==> config.mk <==
export PLATFORM = sky130hd
export DESIGN_NAME = write_fmps_test_link_flat
export DESIGN_NICKNAME = d
export VERILOG_FILES = /design/src/rtl/write_fmps_test_link_if.sv /design/src/rtl/write_fmps_test_link.sv /design/src/flat_wrapper.sv
export SDC_FILE = /design/constraint.sdc
export NUM_CORES = 1
export LEC_CHECK = 0
export ABC_CLOCK_PERIOD_IN_PS = 3830
export BUFFER_PORTS_ARGS = -buffer_cell sky130_fd_sc_hd__buf_2
export CORE_UTILIZATION = 29
export CTS_CLUSTER_DIAMETER = 60
export CTS_CLUSTER_SIZE = 24
export DETAILED_ROUTE_END_ITERATION = 10
export GPL_TIMING_DRIVEN = 0
export PLACE_DENSITY = 0.58
export SYNTH_ARGS = -nofsm -noshare
export SYNTH_HDL_FRONTEND = slang
export SYNTH_SLANG_ARGS = --single-unit
==> constraint.sdc <==
create_clock -name auroraUserClk -period 3.83 [get_ports auroraUserClk]
set_input_delay 0.383 -clock auroraUserClk [delete_from_list [all_inputs] [get_ports auroraUserClk]]
set_output_delay 0.383 -clock auroraUserClk [all_outputs]
set_load 0.1 [all_outputs]
==> src/rtl/write_fmps_test_link_if.sv <==
// AXI-Stream TX bundle between the FMPS test packet generator and the Aurora TX user port.
// A word transfers on a rising clock edge where tvalid and tready are both high; once tvalid rises, tdata/tlast hold until that transfer.
interface write_fmps_test_link_if;
    logic [31:0] tdata;
    logic        tvalid;
    logic        tlast;
    logic        tready;

    modport master (
        output tdata,
        output tvalid,
        output tlast,
        input  tready
    );

    modport slave (
        input  tdata,
        input  tvalid,
        input  tlast,
        output tready
    );
endinterface

==> src/rtl/write_fmps_test_link.sv <==
// Synthetic FMPS packet generator for Aurora link testing: each accepted strobe queues
// one or more two-word packets (header, data) tagged with a per-FA-cycle index and FA cycle count.
module write_fmps_test_link #(
    parameter string       WITH_MULT_PACK_SUPPORT = "true",
    parameter logic [15:0] DATA_MAGIC             = 16'hCACA,
    parameter logic [15:0] HEADER_MAGIC           = 16'hB6CF
) (
    input  logic                          auroraUserClk,
    input  logic                          auroraReset,
    input  logic [31:0]                   sysFMPSCSR,
    input  logic                          genPacketStrobe,
    input  logic                          auroraFAstrobe,
    input  logic                          auroraChannelUp,
    write_fmps_test_link_if.master        FMPS_TEST_AXI_STREAM_TX,
    output logic [1:0]                    dbg_state,
    output logic [7:0]                    dbg_pending,
    output logic [7:0]                    dbg_fa_count,
    output logic [4:0]                    dbg_index
);

    localparam bit MULT_EN = (WITH_MULT_PACK_SUPPORT == "true");

    typedef enum logic [1:0] {
        ST_IDLE   = 2'd0,
        ST_HEADER = 2'd1,
        ST_DATA   = 2'd2
    } state_e;

    state_e      state_q, state_d;
    logic [7:0]  fa_count_q, fa_count_d;
    logic [4:0]  index_q, index_d;
    logic [4:0]  pkt_index_q, pkt_index_d;
    logic [7:0]  pending_q, pending_d;
    logic [31:0] tdata_q, tdata_d;
    logic        tvalid_q, tvalid_d;
    logic        tlast_q, tlast_d;

    logic        tready;
    logic        chan_up;
    logic        handshake;
    logic        pkt_done;
    logic [4:0]  burst_size;
    logic [8:0]  pending_sum;
    logic [31:0] header_word;
    logic [31:0] data_word;
    logic        unused_csr_bits;

    assign tready          = FMPS_TEST_AXI_STREAM_TX.tready;
    assign chan_up         = auroraChannelUp;
    assign unused_csr_bits = ^{sysFMPSCSR[29], sysFMPSCSR[23:0]};

    assign FMPS_TEST_AXI_STREAM_TX.tdata  = tdata_q;
    assign FMPS_TEST_AXI_STREAM_TX.tvalid = tvalid_q;
    assign FMPS_TEST_AXI_STREAM_TX.tlast  = tlast_q;

    assign dbg_state    = state_q;
    assign dbg_pending  = pending_q;
    assign dbg_fa_count = fa_count_q;
    assign dbg_index    = index_q;

    // Counters: FA strobe resets the index even when it coincides with a packet completion.
    always_comb begin
        handshake = tvalid_q && tready;
        pkt_done  = (state_q == ST_DATA) && handshake && chan_up;

        if (MULT_EN && (sysFMPSCSR[28:24] != 5'd0)) begin
            burst_size = sysFMPSCSR[28:24];
        end else begin
            burst_size = 5'd1;
        end

        fa_count_d = fa_count_q;
        if (auroraFAstrobe) begin
            fa_count_d = fa_count_q + 8'd1;
        end

        index_d = index_q;
        if (pkt_done) begin
            index_d = index_q + 5'd1;
        end
        if (auroraFAstrobe) begin
            index_d = 5'd0;
        end

        pending_sum = {1'b0, pending_q};
        if (pkt_done) begin
            pending_sum = pending_sum - 9'd1;
        end
        if (genPacketStrobe && chan_up) begin
            pending_sum = pending_sum + {4'd0, burst_size};
        end

        if (!chan_up) begin
            pending_d = 8'd0;
        end else if (pending_sum[8]) begin
            pending_d = 8'hFF;
        end else begin
            pending_d = pending_sum[7:0];
        end
    end

    // Word images are built from the values the packet will own once the edge has passed.
    always_comb begin
        header_word = {HEADER_MAGIC, 1'b0, index_d, 10'b0};
        data_word   = {sysFMPSCSR[31], sysFMPSCSR[30], 1'b0, pkt_index_q,
                       DATA_MAGIC, fa_count_q};
    end

    always_comb begin
        state_d     = state_q;
        tdata_d     = tdata_q;
        tvalid_d    = tvalid_q;
        tlast_d     = tlast_q;
        pkt_index_d = pkt_index_q;

        case (state_q)
            ST_IDLE: begin
                if ((pending_q != 8'd0) && chan_up) begin
                    state_d     = ST_HEADER;
                    tvalid_d    = 1'b1;
                    tlast_d     = 1'b0;
                    tdata_d     = header_word;
                    pkt_index_d = index_d;
                end
            end
            ST_HEADER: begin
                if (handshake) begin
                    state_d = ST_DATA;
                    tlast_d = 1'b1;
                    tdata_d = data_word;
                end
            end
            ST_DATA: begin
                if (handshake) begin
                    if (pending_d != 8'd0) begin
                        state_d     = ST_HEADER;
                        tlast_d     = 1'b0;
                        tdata_d     = header_word;
                        pkt_index_d = index_d;
                    end else begin
                        state_d  = ST_IDLE;
                        tvalid_d = 1'b0;
                        tlast_d  = 1'b0;
                    end
                end
            end
            default: begin
                state_d  = ST_IDLE;
                tvalid_d = 1'b0;
                tlast_d  = 1'b0;
            end
        endcase

        // Losing the link abandons whatever packet is in flight.
        if (!chan_up) begin
            state_d  = ST_IDLE;
            tvalid_d = 1'b0;
            tlast_d  = 1'b0;
        end
    end

    always_ff @(posedge auroraUserClk or posedge auroraReset) begin
        if (auroraReset) begin
            state_q     <= ST_IDLE;
            fa_count_q  <= 8'd0;
            index_q     <= 5'd0;
            pkt_index_q <= 5'd0;
            pending_q   <= 8'd0;
            tdata_q     <= 32'd0;
            tvalid_q    <= 1'b0;
            tlast_q     <= 1'b0;
        end else begin
            state_q     <= state_d;
            fa_count_q  <= fa_count_d;
            index_q     <= index_d;
            pkt_index_q <= pkt_index_d;
            pending_q   <= pending_d;
            tdata_q     <= tdata_d;
            tvalid_q    <= tvalid_d;
            tlast_q     <= tlast_d;
        end
    end

    hold_while_stalled: assert property (
        @(posedge auroraUserClk) disable iff (auroraReset)
        (tvalid_q && !tready && auroraChannelUp) |=>
            (tvalid_q && $stable(tdata_q) && $stable(tlast_q))
    );

    tlast_only_with_valid: assert property (
        @(posedge auroraUserClk) disable iff (auroraReset)
        tlast_q |-> tvalid_q
    );

endmodule

==> src/flat_wrapper.sv <==
// flat-port wrapper written by rule: the top's interface ports become plain ports
module write_fmps_test_link_flat 
#(
    parameter string       WITH_MULT_PACK_SUPPORT = "    ",
    parameter logic [15:0] DATA_MAGIC             = 16'hCACA,
    parameter logic [15:0] HEADER_MAGIC           = 16'hB6CF
)
  (auroraUserClk, auroraReset, sysFMPSCSR, genPacketStrobe, auroraFAstrobe, auroraChannelUp, dbg_state, dbg_pending, dbg_fa_count, dbg_index, FMPS_TEST_AXI_STREAM_TX_tdata, FMPS_TEST_AXI_STREAM_TX_tvalid, FMPS_TEST_AXI_STREAM_TX_tlast, FMPS_TEST_AXI_STREAM_TX_tready);
  write_fmps_test_link_if FMPS_TEST_AXI_STREAM_TX_i ();
  input  logic auroraUserClk;
  input  logic auroraReset;
  input  logic [31:0] sysFMPSCSR;
  input  logic genPacketStrobe;
  input  logic auroraFAstrobe;
  input  logic auroraChannelUp;
  output logic [1:0] dbg_state;
  output logic [7:0] dbg_pending;
  output logic [7:0] dbg_fa_count;
  output logic [4:0] dbg_index;
  output wire logic [$bits(FMPS_TEST_AXI_STREAM_TX_i.tdata)-1:0] FMPS_TEST_AXI_STREAM_TX_tdata;
  output wire logic [$bits(FMPS_TEST_AXI_STREAM_TX_i.tvalid)-1:0] FMPS_TEST_AXI_STREAM_TX_tvalid;
  output wire logic [$bits(FMPS_TEST_AXI_STREAM_TX_i.tlast)-1:0] FMPS_TEST_AXI_STREAM_TX_tlast;
  input wire logic [$bits(FMPS_TEST_AXI_STREAM_TX_i.tready)-1:0] FMPS_TEST_AXI_STREAM_TX_tready;
  assign FMPS_TEST_AXI_STREAM_TX_tdata = FMPS_TEST_AXI_STREAM_TX_i.tdata;
  assign FMPS_TEST_AXI_STREAM_TX_tvalid = FMPS_TEST_AXI_STREAM_TX_i.tvalid;
  assign FMPS_TEST_AXI_STREAM_TX_tlast = FMPS_TEST_AXI_STREAM_TX_i.tlast;
  assign FMPS_TEST_AXI_STREAM_TX_i.tready = FMPS_TEST_AXI_STREAM_TX_tready;
  write_fmps_test_link #(.WITH_MULT_PACK_SUPPORT(WITH_MULT_PACK_SUPPORT), .DATA_MAGIC(DATA_MAGIC), .HEADER_MAGIC(HEADER_MAGIC)) u_core (.auroraUserClk(auroraUserClk), .auroraReset(auroraReset), .sysFMPSCSR(sysFMPSCSR), .genPacketStrobe(genPacketStrobe), .auroraFAstrobe(auroraFAstrobe), .auroraChannelUp(auroraChannelUp), .FMPS_TEST_AXI_STREAM_TX(FMPS_TEST_AXI_STREAM_TX_i), .dbg_state(dbg_state), .dbg_pending(dbg_pending), .dbg_fa_count(dbg_fa_count), .dbg_index(dbg_index));
endmodule
Yosys cells after proc, flatten, opt, wreduce, memory -nomap -nowiden --
Cells that the tools add are included.
Storage, ports and cells: output and inout bits 57, bits of input ports 38, flip-flop bits (word level) 62
Operators by class: reductions and logical operators 14, mux-type cells 31, eq/ne operators 11, add/sub/neg operators 4
Operator list (number):
- $mux W32 | 4
- $pmux W32 S3 | 1
- $mux W5 | 5
- $mux W9 | 2
- $mux W8 | 2
- $reduce_bool A8 Y1 | 2
- $pmux W5 S2 | 1
- $add A9 B1 Y9 const B | 1
- $mux W1 | 9
- $ne A3 B2 Y1 const B | 3
- $sub A8 B1 Y9 const B | 1
- $add A8 B1 Y8 const B | 1
- $mux W2 | 4
- $reduce_and A4 Y1 | 2
- $ne A2 B1 Y1 const B | 3
- $pmux W1 S3 | 2
- $pmux W2 S3 | 1
- $add A5 B1 Y5 const B | 1
- $logic_and A1 B1 Y1 | 5
- $reduce_and A5 Y1 | 1
- $ne A2 B2 Y1 const B | 2
- $ne A3 B3 Y1 const B | 1
- $reduce_and A3 Y1 | 1
- $reduce_bool A3 Y1 | 1
- other kinds (4) | 4

Depth between registers and ports, before layout --
Gate-level depths: netlist of run 1.
depth in word-level cells 13, gate-level depth with buffers 15, depth with buffers taken out 13

Least setup slack after synthesis of run 1 --
Ideal clock, no wire load.
kind register to register, start register u_core.tvalid_q, in the netlist u_core.FMPS_TEST_AXI_STREAM_TX.tvalid, end register u_core.tdata_q[11], in the netlist u_core.FMPS_TEST_AXI_STREAM_TX.tdata[11], path buffers 3, stages on the path, launching flop included 16, path slack -0.086 ns, data arrival time 3.781 ns, data required time 3.695 ns, cells stage by stage dfrtp_1 and4b_1 clkbuf_1 nand2_1 clkbuf_1 a21oi_1 ha_1 nand3_1 nor2_1 a31oi_1 a221oi_1 xnor2_1 nand3_2 o31ai_4 buf_6 a22oi_1
Between the ends: longest elaborated chain between the ends 11, elaborated cells between the ends (all ways) 19, those cells by class add/sub: 1; eq/ne: 3; mux: 10; reduce/logical: 5
Ends and longest elaborated chain:
- start, declared | line write_fmps_test_link.sv:35 | logic tvalid_q, tvalid_d;
- start signal, assigned | line write_fmps_test_link.sv:179 | tvalid_q <= tvalid_d;
- $logic_and A1 B1 Y1 (*) | line write_fmps_test_link.sv:63 | handshake = tvalid_q && tready;
- $logic_and A1 B1 Y1 (2 in a row) | line write_fmps_test_link.sv:64 | pkt_done = (state_q == ST_DATA) && handshake && chan_up;
- $mux W9 | line write_fmps_test_link.sv:86 | if (pkt_done) begin
- $add A9 B1 Y9 | line write_fmps_test_link.sv:90 | pending_sum = pending_sum + {4'd0, burst_size};
- $mux W9 | line write_fmps_test_link.sv:89 | if (genPacketStrobe && chan_up) begin
- $mux W8 | line write_fmps_test_link.sv:95 | end else if (pending_sum[8]) begin
- $mux W8 | line write_fmps_test_link.sv:93 | if (!chan_up) begin
- $reduce_bool A8 Y1 | line write_fmps_test_link.sv:135 | if (pending_d != 8'd0) begin
- $ne A2 B2 Y1 (no source line)
- $reduce_and A5 Y1 (no source line)
- end signal, assigned | line write_fmps_test_link.sv:178 | tdata_q <= tdata_d;
- end, declared | line write_fmps_test_link.sv:34 | logic [31:0] tdata_q, tdata_d;
Mark *: on every way between the ends. The rest lies on a longest branch, timed or not. The select of a mux whose other input is x is not followed. A chain may end at the register's enable or synchronous reset.

Final worst setup path of run 1 --
start register u_core.state_q[0], in the netlist u_core.dbg_state[0], end register u_core.tdata_q[11], in the netlist u_core.FMPS_TEST_AXI_STREAM_TX.tdata[11]
Between the ends: longest elaborated chain between the ends 11, elaborated cells between the ends (all ways) 23, those cells by class add/sub: 1; eq/ne: 6; mux: 10; reduce/logical: 6
Ends and longest elaborated chain:
- start, declared | line write_fmps_test_link.sv:29 | state_e state_q, state_d;
- start signal, assigned | line write_fmps_test_link.sv:173 | state_q <= state_d;
- $eq A2 B2 Y1 | line write_fmps_test_link.sv:64, write_fmps_test_link.sv:116
- $logic_and A1 B1 Y1 (2 in a row) | line write_fmps_test_link.sv:64
- $mux W9 | line write_fmps_test_link.sv:86
- $add A9 B1 Y9 | line write_fmps_test_link.sv:90
- $mux W9 | line write_fmps_test_link.sv:89
- $mux W8 | line write_fmps_test_link.sv:95
- $mux W8 | line write_fmps_test_link.sv:93
- $reduce_bool A8 Y1 | line write_fmps_test_link.sv:135
- $ne A2 B2 Y1 (no source line)
- $reduce_and A5 Y1 (no source line)
Parallel ways exist; a longest one is shown, timed or not. The select of a mux whose other input is x is not followed.

==> impl_results.md, run 1 <==
* Data arrival, critical path at 3770 ps
* R2R depth at 13
* Drt pass-1 iters at 4
* DRC Markers at 0
* Total CTS buffers at 5
* Peak VDD IR at 439 µV
* Die X at 102 µm
* RR Startpoint: u_core.dbg_state[0]$_DFFE_PP0P_
* Final setup vio count at 0
* Count of clock tree sinks at 52
* Final setup margin at 246 ps
* FP Rows at 35
* Sequential element share of the synthesized area at 45.2%
* Detailed placement HPWL at 5360 µm
* Max clock buf depth at 2
* Final Max Tran Viols at 0
* Clock transition at path regs at 100 ps
* RePlAce Congestion at 0.870
* Root buffer cell: clkbuf_8
* Post-Syn Area at 2880 µm²
* Placed Area at 3360 µm²
* DRT iter0 DRCs at 143
* Max incr delay on CP at 460 ps
* Worst slew pin tran at 526 ps
* Antenna violations before repair at 0
* Run status: complete, no violations
* Max-Cap Viols at 0
* Setup crit end kind: register
* Leak pwr at 1.68 nW
* Synth area leader: dfrtp_1
* Routed vias at 2,395
* Most frequent cells in the layout: buf_2, dfrtp_1, nor2_1
* Worst-Skew Late Latency at 310 ps
* Pre-CTS setup slack at -228 ps
* Required time of the worst setup path at 4020 ps
* Die H at 102 µm
* Syn-to-layout area delta at 21.7%
* Sw frac at 57.1%
* Placed insts at 484
* Tot GR Track Use at 14.6%
* Layout Cells excl Fill at 492
* Delay-heaviest family, CP: compound AO/OA/AOI/OAI gates
* Syn avg cell area at 9.82 µm²
* Count of different cell masters after synthesis at 62
* CP max-delay cell: dfrtp_1
* Skew final at 8.27 ps
* Comb pwr share at 54.9%
* Fraction of final layout cells sized beyond drive strength 1 at 29.5%
* Fin area at 3500 µm²
* Final #Nets at 404
* Yosys top cell area share at 45.2%
* FFs w/ async S/R, synth at 100%
* CP Buf/Inv Count at 1
* Post-synth EDFFs at 0
* Yosys reg bits at 52
* Peak Freq at 279 MHz
* Final Hold Vio Count at 0
* Clk pwr share at 15.0%
* CP Max Fanout at 12
* Commonest non-fill, non-tap cell in the layout: buf_2
* Area contributors post-synth: dfrtp_1, nor2_1, a22o_1
* Cell Chain, Critical Path: and4b_4, nand2_2, a21oi_1, ha_1, nand3_1, nor2_1, a31oi_1, a221oi_1, xnor2_1, nand3_2, o31ai_4, buf_6, a22oi_1
* Number of global-route vias before repair at 2,230
* Antenna Diode Count at 0
* DRT Wirelength at 7190 µm
* Core area at 9420 µm²
* Slew HR at 64.9%
* Tot Pwr at 2.57 mW
* Internal power at 1.10 mW
* Syn Inst Count at 293
* Input/output buffers at 59
* Net Switching at 1.47 mW
* Fin crit share at 93.6%
* RSZ-0062 raised after global routing: false
* Power Density at 734 nW/µm²
* Tmin final at 3580 ps
* Critical setup path kind: reg -> reg
* Total grt overflow at 0
* Setup_tns at 0 ps
* # H-tree levels at 2
* Vias per Instance at 4.87
* Yosys warnings at 0
* Post-DRT Antenna Nets at 0
* TritonCTS clock tree: done
* Die ar. at 10,300 µm²
* Avg WL per Cell at 14.6 µm
* I/O pin count at 95
* Worst Hold Class: in -> async
* Reg power frac at 30.1%
* Initial Util at 30.6%
* Post-synth top flop: dfrtp_1
* Worst R2R End: u_core.FMPS_TEST_AXI_STREAM_TX.tdata[11]$_DFFE_PP0P_
* Largest net degree at the start of global routing at 42
* Reg2reg setup slack at 250 ps
* Critical path startpoint category: register
* Global-route wire length before repair at 11,700 µm
## layer usage
layer / GRT usage [%] / vias to the layer above / routed length, µm / part of all wire [%]
met5: 0 / - / 0 / 0
met4: 4.35 / 0 / 101 / 1.4
met3: 2.21 / 8 / 343 / 4.8
met2: 21.8 / 65 / 3300 / 46
met1: 21.6 / 1151 / 3450 / 48
li1: - / 1171 / - / -
## worst max path at each step
stage / start / slack (ps) / cells past startpoint / to
2_1_floorplan: u_core.dbg_state[0]$_DFFE_PP0P_ / 20 / 15 / u_core.FMPS_TEST_AXI_STREAM_TX.tdata[11]$_DFFE_PP0P_
3_5_place_dp: u_core.dbg_state[0]$_DFFE_PP0P_ / -230 / 12 / u_core.pkt_index_q[2]$_DFFE_PP0P_
6_report: u_core.dbg_state[0]$_DFFE_PP0P_ / 250 / 13 / u_core.FMPS_TEST_AXI_STREAM_TX.tdata[11]$_DFFE_PP0P_
4_1_cts: u_core.dbg_state[0]$_DFFE_PP0P_ / 40 / 13 / u_core.FMPS_TEST_AXI_STREAM_TX.tdata[10]$_DFFE_PP0P_
5_1_grt: u_core.dbg_state[0]$_DFFE_PP0P_ / 20 / 13 / u_core.FMPS_TEST_AXI_STREAM_TX.tdata[11]$_DFFE_PP0P_
3_3_place_gp: u_core.dbg_state[0]$_DFFE_PP0P_ / -200 / 12 / u_core.pkt_index_q[0]$_DFFE_PP0P_
## worst reg2reg max path: stages (launching register included)
cell      delay, ps
dfrtp_1         460
and4b_4         460
nand2_2         180
a21oi_1         210
ha_1            210
nand3_1         110
nor2_1          120
a31oi_1         210
a221oi_1        440
xnor2_1         240
nand3_2         210
o31ai_4         320
buf_6           190
a22oi_1         100
## cell usage after synthesis (2+ instances only)
library cell  count
and2_1            3
a221oi_1          4
ha_1              4
a21oi_1          21
or4_4             2
nand4_1           8
a31oi_1           2
and3_1            6
a22o_1           13
a32o_1            3
nand2b_1          2
nand3_1          10
dfrtp_1          52
nor2_1           32
nor3_1            4
xor2_1           11
nand2_1          21
buf_4            10
buf_6             3
nor4_1            4
inv_1            17
xnor2_1          13
clkbuf_1          9
## state kept, by name (all words and copies together) (netlist names)
signal,count
u_core.dbg_index,5
u_core.pkt_index_q,5
u_core.dbg_pending,8
u_core.dbg_state,2
u_core.FMPS_TEST_AXI_STREAM_TX.tvalid,1
u_core.FMPS_TEST_AXI_STREAM_TX.tdata,23
u_core.dbg_fa_count,8
## layout make-up
class | instances | area, µm²
Buffer | 22 | 144
Clock buffer | 6 | 72.6
Clock inverter | 2 | 38.8
Fill cell | 964 | 5910
Inverter | 17 | 63.8
Multi-Input combinational cell | 202 | 1390
Sequential cell | 52 | 1310
Tap cell | 129 | 161
Timing Repair Buffer | 62 | 330
## power groups by stage
stage / Combinational (mW) / Clock, mW / Sequential [mW]
finish: 1.41 / 0.385 / 0.774
global route: 1.47 / 0.423 / 0.794
CTS: 1.42 / 0.398 / 0.773
detailed placement: 1.41 / 0 / 0.784
global placement: 1.40 / 0 / 0.778
floorplan: 0.408 / 0 / 1.57
## what timing repair did
item                       CTS  global route
gates resized for setup      3             4
pin swaps                    0             1
buffers inserted             0             2
cloned                       0             0
setup endpoints to repair   27            27
hold buffers                 0             0
## cells by family after synthesis
logic type,after synthesis,share of synthesized area (%)
compound gates,65,18.0
fa+ha+maj,4,1.74
flops,52,45.2
other cells,1,0.130
buf+inv,41,7.48
simple gates,103,19.0
mux,3,1.13
xor+xnor,24,7.30
## per-stage QoR
| stage | hold WS (ps) | utilization (%) |
|---|---|---|
| after global routing | 9.44 | 37.2 |
| after CTS | 1.29 | 37.0 |
| after detailed placement | 347 | 35.7 |
| final | 2.45 | 37.2 |
| after floorplan | 457 | - |
| after global placement | 481 | 35.5 |
Power figures use the tool's default switching activity.
==> inputs of run 2 (changes only) <==
--- a/config.mk
+++ b/config.mk
@@ -13,6 +13,7 @@
 export DETAILED_ROUTE_END_ITERATION = 10
 export GPL_TIMING_DRIVEN = 0
 export PLACE_DENSITY = 0.58
+export RECOVER_POWER = 25
 export SYNTH_ARGS = -nofsm -noshare
 export SYNTH_HDL_FRONTEND = slang
 export SYNTH_SLANG_ARGS = --single-unit
==> run 2 against run 1 <==
Compared with the run above:
- register-to-register slack worse by 20 ps
- the run now ends with capacitance limit, slew limit left
- clock power hardly changed
- fmax fell by 0.43%
- cell area shrank 0.46%
- combinational power barely moved
- sequential share of layout area rose by 0.17 points
- non-clock buffer count is the same
- total power about the same
==> impl_results.md, run 2 (synthesis results as in run 1) <==
* Skew final at 8.49 ps
* Setup_tns at 0 ps
* Tmin final at 3600 ps
* Slew HR at -50.7%
* Final setup margin at 230 ps
* Clk pwr share at 15.0%
* Comb pwr share at 54.9%
* Placed insts at 484
* DRT Wirelength at 7200 µm
* Max reg flops at 23
* Fin crit share at 94.0%
* CP Launch Point: u_core.dbg_state[0]$_DFFE_PP0P_
* Power Density at 737 nW/µm²
* Net Switching at 1.47 mW
* Data arrival, critical path at 3790 ps
* Critical setup path kind: reg -> reg
* Placed Area at 3360 µm²
* Clock transition at path regs at 100 ps
* Multi-input gate area at 1390 µm²
* Tot Pwr at 2.57 mW
* Core area at 9420 µm²
* Global-route wire length before repair at 11,700 µm
* Worst R2R End: u_core.FMPS_TEST_AXI_STREAM_TX.tdata[11]$_DFFE_PP0P_
* Layout Cells excl Fill at 492
* Drt pass-1 iters at 4
* Max clock buf depth at 2
* Final #Nets at 404
* Run status: complete, but fails checks
* Routed vias at 2,421
* Pre-CTS setup slack at -228 ps
* Register area at 1310 µm²
* Fill cell count at 964
* RSZ-0062 raised after global routing: false
* Worst-Skew Late Latency at 310 ps
* TritonCTS clock tree: done
* Die H at 102 µm
* Root buffer cell: clkbuf_8
* Die ar. at 10,300 µm²
* Max-Cap Viols at 1
* # H-tree levels at 2
* Largest net degree at the start of global routing at 42
* Syn-to-layout area delta at 21.2%
* Vias per Instance at 4.92
* Total grt overflow at 0
* CP Max Fanout at 12
* Commonest non-fill, non-tap cell in the layout: buf_2
* Worst slew pin tran at 2260 ps
* Die X at 102 µm
* Peak VDD IR at 439 µV
* Internal power at 1.10 mW
* RePlAce Congestion at 0.870
* I/O pin count at 95
* Input/output buffers at 59
* Detailed placement HPWL at 5360 µm
* FP Rows at 35
* Setup crit end kind: register
* End point of the critical path: u_core.FMPS_TEST_AXI_STREAM_TX.tdata[11]$_DFFE_PP0P_
* DRT iter0 DRCs at 155
* Number of global-route vias before repair at 2,230
* Post-DRT Antenna Nets at 0
* Final setup vio count at 0
* Cell Chain, Critical Path: and4b_4, nand2_2, a21oi_1, ha_1, nand3_1, nor2_1, a31oi_1, a221oi_1, xnor2_1, nand3_2, o31ai_4, buf_6, a22oi_1
* Antenna Diode Count at 0
* Tot GR Track Use at 14.6%
* Antenna violations before repair at 0
* RR Startpoint: u_core.dbg_state[0]$_DFFE_PP0P_
* WP depth at 13
* Hold-fix buffers, CTS at 0
* Initial Util at 30.6%
* Reg2reg setup slack at 230 ps
* Critical path startpoint category: register
* Worst Hold Class: in -> async
* Total CTS buffers at 5
* Reg power frac at 30.1%
* Fraction of final layout cells sized beyond drive strength 1 at 28.9%
* DRC Markers at 0
* Fin area at 3490 µm²
* Delay-heaviest family, CP: compound AO/OA/AOI/OAI gates
* Peak Freq at 278 MHz
* CP Buf/Inv Count at 1
* Count of clock tree sinks at 52
* Max incr delay on CP at 460 ps
* CP max-delay cell: dfrtp_1
* Final Hold Vio Count at 0
* Final Max Tran Viols at 42
* Avg WL per Cell at 14.6 µm
* Most frequent cells in the layout: buf_2, dfrtp_1, nor2_1
* Leak pwr at 1.67 nW
* Required time of the worst setup path at 4020 ps
* Failing checks: capacitance limit, slew limit
* Sw frac at 57.1%
* R2R depth at 13
[run 2: area by class of cell]
cell class | instances | area share, %
buffer | 22 | 4.13
tap | 129 | 4.63
clock buffer | 6 | 2.08
clock inverter | 2 | 1.11
sequential | 52 | 37.4
inverter | 17 | 1.83
timing repair buffer | 62 | 9.01
multi-input combinational | 202 | 39.8
[run 2: how the worst min path moves through the flow]
stage                                                   startpoint                                              endpoint  slack, ps  cells past startpoint
6_report                                               auroraReset  u_core.FMPS_TEST_AXI_STREAM_TX.tdata[24]$_DFFE_PP0P_         70                      2
5_1_grt                                                auroraReset                    u_core.dbg_fa_count[5]$_DFFE_PP0P_        100                      2
4_1_cts                                                auroraReset                    u_core.dbg_fa_count[5]$_DFFE_PP0P_          1                      2
3_5_place_dp                                           auroraReset   u_core.FMPS_TEST_AXI_STREAM_TX.tdata[3]$_DFFE_PP0P_        350                      2
3_3_place_gp   u_core.FMPS_TEST_AXI_STREAM_TX.tdata[3]$_DFFE_PP0P_   u_core.FMPS_TEST_AXI_STREAM_TX.tdata[3]$_DFFE_PP0P_        480                      1
2_1_floorplan                                       auroraFAstrobe                         u_core.dbg_index[0]$_DFF_PP0_        460                      1
[run 2: metrics by stage]
stage | hold slack, ps | util (%)
floorplan | 457 | -
global placement | 481 | 35.5
detailed placement | 347 | 35.7
CTS | 1.29 | 37.0
global route | 95.2 | 37.0
finish | 68.2 | 37.0
[run 2: timing repair]
action                     in CTS  in global routing
resized for setup               3                  4
setup endpoints to repair      27                 27
setup buffers                   0                  2
pin swaps                       0                  1
[run 2: routing by layer]
layer | vias to the layer above | part of all wire (%) | wire length, µm | track usage (%)
met5 | - | 0 | 0 | 0
met4 | 0 | 1.2 | 85 | 4.35
met3 | 6 | 4.1 | 295 | 2.21
met2 | 59 | 46 | 3320 | 21.8
met1 | 1179 | 49 | 3500 | 21.6
li1 | 1177 | - | - | -
[run 2: power groups by stage]
| stage | logic (mW) | clock network, mW | registers (mW) |
|---|---|---|---|
| after floorplan | 0.408 | 0 | 1.57 |
| after global placement | 1.40 | 0 | 0.778 |
| after detailed placement | 1.41 | 0 | 0.784 |
| after CTS | 1.42 | 0.398 | 0.773 |
| after global routing | 1.47 | 0.423 | 0.794 |
| final | 1.41 | 0.385 | 0.774 |
